<file path="config.mk">
export PLATFORM = sky130hd
export DESIGN_NAME = pulse_sync_scheduler
export DESIGN_NICKNAME = d
export VERILOG_FILES = /design/src/rtl/pulse_sched_pkg.sv /design/src/rtl/pulse_sched_rr_arb.sv /design/src/rtl/pulse_sync_scheduler.sv
export SDC_FILE = /design/constraint.sdc
export NUM_CORES = 1
export LEC_CHECK = 0
export ABC_AREA = 1
export CAP_MARGIN = 20
export CORE_UTILIZATION = 50
export CTS_BUF_LIST = sky130_fd_sc_hd__clkbuf_2
export CTS_CLUSTER_DIAMETER = 150
export CTS_CLUSTER_SIZE = 24
export DETAILED_ROUTE_END_ITERATION = 8
export PLACE_DENSITY = 0.74
export SETUP_SLACK_MARGIN = 0.4
export SLEW_MARGIN = 10
export SYNTH_ARGS = -nofsm -noshare
export SYNTH_HDL_FRONTEND = slang
export SYNTH_SLANG_ARGS = --single-unit
</file>
<file path="constraint.sdc">
create_clock -name clk -period 3.4 [get_ports clk]
set_clock_uncertainty 0.1 [all_clocks]
set_input_delay 0.68 -clock clk [delete_from_list [all_inputs] [get_ports clk]]
set_output_delay 0.68 -clock clk [all_outputs]
set_load 0.005 [all_outputs]
</file>
<file path="src/rtl/pulse_sched_pkg.sv">
// Shared types and defaults for the pulse sync scheduler.
// State encoding plus default spacing and counter width.
package pulse_sched_pkg;

  typedef enum logic [1:0] {
    IDLE  = 2'd0,
    ISSUE = 2'd1,
    WAIT  = 2'd2
  } state_e;

  localparam int DEF_GAP   = 4;
  localparam int DEF_CNT_W = 3;

endpackage

</file>
<file path="src/rtl/pulse_sched_rr_arb.sv">
// Rotating-priority pick of the first set request bit from ptr upward.
// Ports: req/ptr in; idx (chosen requester) and valid out.
module pulse_sched_rr_arb #(
  parameter int N_REQ = 4,
  parameter int ID_W  = 2
) (
  input  logic [N_REQ-1:0] req,
  input  logic [ID_W-1:0]  ptr,
  output logic [ID_W-1:0]  idx,
  output logic             valid
);

  // Walk offsets from farthest to nearest so the nearest hit wins.
  always_comb begin
    idx   = '0;
    valid = 1'b0;
    for (int k = N_REQ - 1; k >= 0; k--) begin
      if (req[(int'(ptr) + k) % N_REQ]) begin
        idx   = ID_W'((int'(ptr) + k) % N_REQ);
        valid = 1'b1;
      end
    end
  end

endmodule

</file>
<file path="src/rtl/pulse_sync_scheduler.sv">
// Queues per-requester event pulses and issues them round-robin, spaced
// GAP+1 cycles apart, into one shared toggle pulse synchronizer.
// Ports: clk, rst_n, en, req_pulse, clr_ovf in;
//        pulse_out, pulse_id, pending, overflow, busy out.
module pulse_sync_scheduler
  import pulse_sched_pkg::*;
#(
  parameter int N_REQ = 4,
  parameter int ID_W  = 2,
  parameter int CNT_W = DEF_CNT_W,
  parameter int GAP   = DEF_GAP
) (
  input  logic             clk,
  input  logic             rst_n,
  input  logic             en,
  input  logic [N_REQ-1:0] req_pulse,
  input  logic             clr_ovf,
  output logic             pulse_out,
  output logic [ID_W-1:0]  pulse_id,
  output logic [N_REQ-1:0] pending,
  output logic [N_REQ-1:0] overflow,
  output logic             busy
);

  localparam int GAP_W = (GAP > 2) ? $clog2(GAP) : 1;
  localparam logic [CNT_W-1:0] CNT_MAX = '1;

  logic [CNT_W-1:0] cnt_q [N_REQ];
  logic [CNT_W-1:0] cnt_d [N_REQ];
  logic [N_REQ-1:0] ovf_q, ovf_d;
  logic [N_REQ-1:0] dec_v;
  state_e           state_q, state_d;
  logic [ID_W-1:0]  sel_q, sel_d;
  logic [ID_W-1:0]  ptr_q, ptr_d;
  logic [GAP_W-1:0] gap_q, gap_d;
  logic [ID_W-1:0]  arb_idx;
  logic             arb_vld;

  always_comb begin
    pending = '0;
    for (int i = 0; i < N_REQ; i++) begin
      pending[i] = |cnt_q[i];
    end
  end

  pulse_sched_rr_arb #(
    .N_REQ (N_REQ),
    .ID_W  (ID_W)
  ) u_arb (
    .req   (pending),
    .ptr   (ptr_q),
    .idx   (arb_idx),
    .valid (arb_vld)
  );

  // Event counters: inc and dec in one cycle cancel, so a saturated
  // counter being drained never flags an overflow.
  always_comb begin
    ovf_d = clr_ovf ? '0 : ovf_q;
    dec_v = '0;
    for (int i = 0; i < N_REQ; i++) begin
      cnt_d[i] = cnt_q[i];
      dec_v[i] = (state_q == ISSUE) && (sel_q == ID_W'(i));
      if (req_pulse[i] && !dec_v[i]) begin
        if (cnt_q[i] == CNT_MAX) begin
          ovf_d[i] = 1'b1;
        end else begin
          cnt_d[i] = cnt_q[i] + 1'b1;
        end
      end else if (dec_v[i] && !req_pulse[i]) begin
        cnt_d[i] = cnt_q[i] - 1'b1;
      end
    end
  end

  // ISSUE is one cycle, WAIT runs GAP-1 cycles, and the IDLE pick
  // cycle completes the GAP+1 spacing.
  always_comb begin
    state_d = state_q;
    sel_d   = sel_q;
    ptr_d   = ptr_q;
    gap_d   = gap_q;
    unique case (state_q)
      IDLE: begin
        if (en && arb_vld) begin
          sel_d   = arb_idx;
          state_d = ISSUE;
        end
      end
      ISSUE: begin
        ptr_d   = (sel_q == ID_W'(N_REQ - 1)) ? '0 : sel_q + 1'b1;
        gap_d   = GAP_W'(GAP - 2);
        state_d = WAIT;
      end
      WAIT: begin
        if (gap_q == '0) begin
          state_d = IDLE;
        end else begin
          gap_d = gap_q - 1'b1;
        end
      end
      default: state_d = IDLE;
    endcase
  end

  always_ff @(posedge clk or negedge rst_n) begin
    if (!rst_n) begin
      state_q <= IDLE;
      sel_q   <= '0;
      ptr_q   <= '0;
      gap_q   <= '0;
      ovf_q   <= '0;
      for (int i = 0; i < N_REQ; i++) begin
        cnt_q[i] <= '0;
      end
    end else begin
      state_q <= state_d;
      sel_q   <= sel_d;
      ptr_q   <= ptr_d;
      gap_q   <= gap_d;
      ovf_q   <= ovf_d;
      for (int i = 0; i < N_REQ; i++) begin
        cnt_q[i] <= cnt_d[i];
      end
    end
  end

  assign pulse_out = (state_q == ISSUE);
  assign busy      = (state_q != IDLE);
  assign pulse_id  = pulse_out ? sel_q : '0;
  assign overflow  = ovf_q;

endmodule

</file>
Word level (Yosys, flattened, before mapping)
Cells that the tools add are included.
Widths: inputs -> output; s select.
- $add $sub $neg: 13
- $lt $le $gt $ge: 4
- equal/unequal tests: 16
- multiplexer cells: 47
- bitwise operators: 3
- reduce and logical (&&, ||, !) cells: 44
- operators with widths (kind ; number):
    $mux 3 ; 12
    $mux 1 ; 19
    $mux 2 ; 9
    $ne 2x2->1 const B ; 7
    $reduce_and 2->1 ; 7
    $logic_and 1x1->1 ; 13
    $add 3x1->3 const B ; 4
    $eq 3x3->1 const B ; 4
    $lt 3x4->1 const B ; 3
    $reduce_bool 2->1 ; 6
    $reduce_or 3->1 ; 4
    $sub 3x1->3 const B ; 4
    $bmux 1 s2 ; 4
    $logic_not 1->1 ; 8
    $eq 2x2->1 const B ; 3
    $logic_not 2->1 ; 3
    $pmux 2 s3 ; 1
    $reduce_or 2->1 ; 3
    $add 2x1->2 const B ; 2
    $add 2x2->2 const B ; 2
    $eq 2x1->1 const B ; 2
    $mux 4 ; 1
    $pmux 2 s2 ; 1
    $and 1x1->1 const A ; 3
    other kinds (2) ; 2
- flip-flop bits (word level): 24
- bits of input ports: 8
- output and inout port bits: 12
- logic and storage cells: 136

Logic depth before layout (Yosys ltp)
Gate-level depths: netlist of the first run.
- depth in word-level cells: 13
- depth in mapped cells: 11
- mapped depth without buffers: 11

Cells and area by module
A second synthesis of the first run with hierarchy kept.
- cell total of the unflattened synthesis: 242
- area, all modules: 1676.6 µm²
- modules (own cells, without submodules) (module ; instances ; cells an instance ; area an instance (µm²) ; sequential area each (µm²)):
    pulse_sync_scheduler ; 1 ; 198 ; 1461.4 ; 600.6
    pulse_sched_rr_arb ; 1 ; 44 ; 215.2 ; 0.0

Worst setup path before layout of the first run
OpenSTA, ideal clock, no wires.
- path kind: reg2reg
- start point: reg state_q[0]
- end point: reg cnt_q[2] (netlist bit)
- setup time: 0.118 ns
- arrival: 1.554 ns
- required time: 3.182 ns
- slack: 1.628 ns
- cell stages (with the launch flop): 9
- path buffers: 0
- clock period less this slack: 1.772 ns
- cell sequence: dfrtp_1 > nand2_4 > inv_4 > nand2_2 > nand2_1 > fa_1 > o21ai_0 > xor2_1 > inv_1
- longest elaborated chain between the ends: 6
- elaborated cells on any way between the ends: 9
- classes of those cells: eq/ne: 2; mux: 1; reduce/logical: 6
- RTL lines (what ; RTL line ; source):
    start: declaration ; pulse_sync_scheduler.sv:32 ; state_e state_q, state_d;
    start signal: assignment ; pulse_sync_scheduler.sv:117 ; state_q <= state_d;
    $eq 2x1->1 (*) ; - ;
    via pulse_out ; pulse_sync_scheduler.sv:18 ; output logic pulse_out,
    $logic_and 1x1->1 (*) ; pulse_sync_scheduler.sv:63 ; dec_v[i] = (state_q == ISSUE) && (sel_q == ID_W'(i));
    $logic_not 1->1 ; pulse_sync_scheduler.sv:64 ; if (req_pulse[i] && !dec_v[i]) begin
    $logic_and 1x1->1 ; pulse_sync_scheduler.sv:64 ;
    $ne 2x2->1 (no source line) / $reduce_bool 2->1 (equally long branches) ; - ;
    $reduce_and 2->1 (no source line) ; - ;
    end signal: indexed assignment ; pulse_sync_scheduler.sv:123 ; cnt_q[i] <= cnt_d[i];
    end: declaration ; pulse_sync_scheduler.sv:28 ; logic [CNT_W-1:0] cnt_q [N_REQ];
Mark *: on every way through the listed nets, which the timed path passes. The rest lies on a longest branch.
A chain may end at the register's enable or synchronous reset.

Worst setup path after layout of the first run
- start point: reg state_q[1]
- end point: out pulse_id[1]
- longest elaborated chain between the ends: 2
- RTL lines (what ; RTL line ; source):
    $eq 2x1->1 ; pulse_sync_scheduler.sv:128 ; assign pulse_out = (state_q == ISSUE);
    $mux 2 ; pulse_sync_scheduler.sv:130 ; assign pulse_id = pulse_out ? sel_q : '0;
    end: declaration ; pulse_sync_scheduler.sv:19 ; output logic [ID_W-1:0] pulse_id,
No other way between the ends.

==> results.toml, run 1 <==
[setup_path]
critPathLaunchType = "flop"
cpLargestDelayFamily = "buffers and inverters"
crit_chain = "inv_1, nand2_4, nor2_1, clkdlybuf4s50_1"
worst-path-max-fanout = 10
worstSetupPathType = "reg -> out"
cpPeakStageDelay_ns = 0.51
path_buf_inv = 2
critical-path-slowest-cell = "clkdlybuf4s50_1"
cp.required_ns = 2.62
end_kind = "output pin"
arrival_ns = 1.65

[finish]
n_antenna_cell = 0
drive_gt1_share_pct = 16.6
final_nets = 223
fillCellCount = 235
area_delta_synth_final_pct = 16.3

[route]
viasPerCell = 5.22
route.detailed.drc = 0
drt_iter0_markers = 37
routed-via-count = 1233
wirelength_um = 3010
dr.pass1.iters = 4
ant_nets = 0
routedWlPerCell_um = 12.8

[timing]
max_clock_freq_ghz = 0.411
setup_viol = 0
fin_ws_ns = 0.968
hold_violations = 0
relSlewSlack_pct = 77.8
post-route-period-util_pct = 71.5
timing.final.crit_period_ns = 2.43
rsz0062_at_grt = "no"
fin_tns_setup_ns = 0
worstMarginPinSlew_ns = 0.330
slew_violations = 0

[grt]
grt.met2_usage_pct = 37.4
gr-total-overflow = 0
grt_max_degree = 25
grt_use_met1_pct = 25.9
antenna_found_initial = 0
busiest_layer = "met2"
gr-usage-met3_pct = 3.35
grt_pass1_wl_um = 5400
grt_pass1_vias = 1234
grt_util_all_layers_pct = 21.0

[clock_tree]
clk_pin_slew_worst_paths_ns = 0.24
cts.repair.resized = 0
clock-sinks = 24
clockBufferDepth = 2
hold_buffers = 0
post_cts_buffers = 0
cts_tree = "yes"
htree_num_levels = 1
cts_buffers = 3
clk_latency_ns = 0.34
cts_root_buf = "clkbuf_2"

[logic_synthesis]
ys_top_cells_by_count = "nand2_1 (35), inv_1 (27), dfrtp_1 (24)"
synth.cell_area_mm2 = 0.00157
synth_top_flop_cell = "dfrtp_1"
ys_types = 26
ys_seq_area_share_pct = 38.4
synth_enable_flop_cells = 0
netlist.top_cell.by_area = "dfrtp_1"
synth-seq-cells = 24
syn_avg_cell_area_um2 = 8.65
synth_warnings = 0
syn_nets = 198
yosysTopAreaCellShare_pct = 38.4
syn-instance-count = 181
synth_most_common_cell = "nand2_1"
async_flop_share_pct = 100
synth.area.top_cells = "dfrtp_1 (38%), nand2_1 (8.4%), inv_1 (6.5%)"

[pwr]
pwr_density_cell_mw_per_mm2 = 897
vdd_drop_max_mv = 0.465
power.leakage_nw = 0.910

[die]
rows = 19
io_pins = 20
die_h_um = 58.0
core_area_mm2 = 0.00285
die_x_um = 58.0
initial_utilization_pct = 54.9
die_area_mm2 = 0.00336

[worst_hold_path]
min_path_type = "reg -> reg"

[placed_design]
io_buffers = 19
dpl.hpwl_um = 2460
gp_congestion = 0.865
dp_slack_ns = 1.02

[flow_run]
maxCapViolations = 0

[outcome]
status = "complete, no violations"
==> placed cells by master (no fill, tap or decap) <==
master / count
o21ai_1: 2
nand3_2: 6
nor2_4: 1
nor2_2: 1
nand2_1: 35
or2_1: 1
inv_4: 1
ha_1: 5
nor2_1: 12
fa_1: 4
o21ai_2: 2
clkinv_1: 1
nand3_1: 17
nor3_1: 3
o21bai_4: 1
dfrtp_1: 24
clkbuf_2: 3
nand2_2: 6
o22ai_1: 4
xnor2_1: 1
inv_2: 4
inv_1: 27
o21ai_4: 2
o21ai_0: 5
buf_4: 1
xor2_1: 7
a21oi_1: 4
mux2_4: 4
clkdlybuf4s50_1: 19
nand2_4: 2
==> through the flow <==
stage / area [µm²] / hold slack [ns] / instances / utilization [%] / total power [mW]
final: 1820 / 0.451 / 236 / 63.8 / 1.63
after global placement: 1800 / 0.405 / 232 / 63.2 / 1.47
after floorplan: 1570 / 0.284 / 181 / - / 1.25
after detailed placement: 1800 / 0.423 / 232 / 63.2 / 1.53
after global routing: 1820 / 0.467 / 236 / 63.8 / 1.82
after CTS: 1820 / 0.449 / 236 / 63.8 / 1.64
==> layer usage <==
metal	share of wire [%]	vias to the layer above
met5	0	-
met4	0.76	0
met3	3.3	4
met2	52	28
met1	44	578
li1	-	623
==> state kept, by name, summed over array words and instances (netlist names) <==
name	flops
cnt_q	12
overflow	4
gap_q	2
ptr_q	2
sel_q	2
state_q	2
==> final cells by class <==
class                      count  area [µm²]  share of cell area, %
clock buffer                   3        15.0                  0.825
clock inverter                 1        3.75                  0.206
inverter                      32         123                   6.74
multi-input combinational    125         842                   46.3
sequential                    24         601                   33.0
tap                           31        38.8                   2.13
timing repair buffer          20         198                   10.9
==> path summary, 6_finish.rpt <==
path	from	endpoint	slack, ns	cells past startpoint
max	state_q[1]	pulse_id[1]	0.97	4
min	cnt_q[5]	cnt_q[5]	0.45	1
max reg2reg	state_q[0]	cnt_q[2]	1.45	8
min reg2reg	cnt_q[5]	cnt_q[5]	0.45	1
max in group asynchronous	rst_n	ptr_q[0]	2.37	2
min in group asynchronous	rst_n	cnt_q[8]	0.57	2
==> power by group <==
part	switching [mW]	internal, mW	total, mW
registers	0.157	0.425	0.582
clock network	0.0848	0.0255	0.110
logic	0.507	0.434	0.941
total	0.748	0.885	1.63
==> kinds of logic (layout without fill, tap and decap cells) <==
group	after synthesis	after routing	share of synthesized area [%]
AND/OR/NAND/NOR	84	84	26.9
buffers and inverters	32	56	7.83
flip-flops	24	24	38.4
AO/OA/AOI/OAI	20	20	9.51
adder cells (fa/ha/maj)	9	9	9.11
XOR/XNOR	8	8	4.48
multiplexers	4	4	3.84
Note: power is estimated with default switching activity, not from simulation.
==> run 2: changes to the inputs <==
Settings changed: PLACE_DENSITY 0.74 to 0.77.
Clock period 3.4 ns to 2.1 ns, I/O delays scaled along.
==> results.toml, run 2 (synthesis gave the netlist of run 1 again) <==
[timing]
relSlewSlack_pct = 73.3
slew_violations = 0
worstMarginPinSlew_ns = 0.398
timing.final.crit_period_ns = 1.89
fin_tns_setup_ns = 0
hold_slack_ns = 0.273
setup_viol = 0
hold_violations = 0
rsz0062_at_grt = "yes"
post-route-period-util_pct = 89.8
max_clock_freq_ghz = 0.530

[pwr]
total_power_mw = 3.81
pwr_density_cell_mw_per_mm2 = 1610
vdd_drop_max_mv = 1.00
power.leakage_nw = 1.18

[route]
viasPerCell = 5.63
wirelength_um = 4660
routedWlPerCell_um = 16.7
wl_met3_um = 314
drt_iter0_markers = 113
routed-via-count = 1570
dr.pass1.iters = 8
top_layer_used = "met4"
wl_met1_um = 1800
dr_wl_met2_um = 2350
route.detailed.drc = 1
ant_nets = 0

[setup_path]
cp-startpoint = "state_q[1]"
worst-path-max-fanout = 6
critical-path-slowest-cell = "dfrtp_1"
cpPeakStageDelay_ns = 0.46
crit_end = "cnt_q[10]"
arrival_ns = 2.06
crit_chain = "inv_2, nand2_8, buf_8, o21ai_4, fa_2, mux2_4"
critPathLaunchType = "flop"
worstSetupPathType = "reg -> reg"
r2r-start = "state_q[1]"
rr_worst_depth = 6
cp.required_ns = 2.27
reg2reg_to = "cnt_q[10]"
ff2ff_setup_slack_ns = 0.21
end_kind = "flop"

[finish]
drive_gt1_share_pct = 49.2
final_cell_mix = "nand2_1 (31), buf_4 (30), inv_1 (22)"
n_antenna_cell = 0
final_common_cell = "nand2_1"
max_flop_register = "cnt_q"
final_util_pct = 82.9
multi_input_area_um2 = 992
largest_register_ffs = 12
seqCellArea_um2 = 608
fillCellCount = 150
final_nets = 266
area_delta_synth_final_pct = 51.0

[grt]
gr-total-overflow = 0
grt_pass1_wl_um = 6910
grt_pass1_vias = 1566
antenna_found_initial = 0
grt_util_all_layers_pct = 27.2
grt_max_degree = 25

[clock_tree]
cts_tree = "yes"
cts_buffers = 3
clockBufferDepth = 2
clk_pin_slew_worst_paths_ns = 0.24
htree_num_levels = 1
cts_root_buf = "clkbuf_2"
clock-sinks = 24
clk_latency_ns = 0.36

[flow_run]
maxCapViolations = 0

[die]
io_pins = 20
die_x_um = 58.0
core_area_mm2 = 0.00285
die_h_um = 58.0
die_area_mm2 = 0.00336
rows = 19
initial_utilization_pct = 54.9

[placed_design]
io_buffers = 19
gp_congestion = 0.926
dpl.hpwl_um = 2420

[worst_hold_path]
min_path_type = "in -> async"

[outcome]
status = "finished with violations"
violations = "design-rule violations"
[run 2: per-stage QoR]
stage          cells  instance area (µm²)  worst slack [ns]
2_1_floorplan    181                 1570             0.385
3_5_place_dp     233                 1810            0.0662
5_1_grt          279                 2360             0.159
6_report         279                 2360             0.214
4_1_cts          272                 2220             0.242
3_3_place_gp     233                 1810             0.110
[run 2: repair_timing]
action                     CTS  global route
setup endpoints to repair   20            16
pin swaps                   18            14
resized for setup           72            26
hold buffers                 0             0
buffers inserted            35             7
cloned                       0             0
hold endpoints to repair     0             0
[run 2: final cells by class]
cell class | count | area share, %
repair buffers | 63 | 23.1
clock buffers | 3 | 0.635
multi-input cells | 125 | 42.0
inverters | 32 | 5.61
flip-flops and latches | 24 | 25.7
clock inverters | 1 | 1.27
well taps | 31 | 1.64
[run 2: critical path: cells and delay by family (launching register included)]
family	cells	cell delay, ns
DFF	1	0.46
and+or+nand+nor	1	0.09
adders and majority gates	1	0.45
AOI/OAI and AO/OA	1	0.16
buffers and inverters	2	0.27
muxes	1	0.26
[run 2: power breakdown]
part | internal, mW | leakage, nW | switching (mW) | total (mW)
Combinational | 1.27 | 0.866 | 1.32 | 2.59
Sequential | 0.700 | 0.283 | 0.212 | 0.912
Clock | 0.164 | 0.0266 | 0.150 | 0.314
[run 2: per-layer routing]
layer / GRT usage (%) / vias up
met5: 0 / -
met4: 10.2 / 0
met2: 50.1 / 90
li1: - / 711
met1: 32.3 / 746
met3: 3.13 / 23
[run 2: how the worst min path moves through the flow]
stage	from	to	slack, ns	cells past startpoint
6_report	rst_n	overflow[3]	0.27	2
5_1_grt	rst_n	overflow[3]	0.31	2
4_1_cts	rst_n	overflow[3]	0.28	2
3_5_place_dp	cnt_q[8]	cnt_q[8]	0.41	2
3_3_place_gp	cnt_q[5]	cnt_q[5]	0.40	1
2_1_floorplan	rst_n	cnt_q[0]	0.02	0
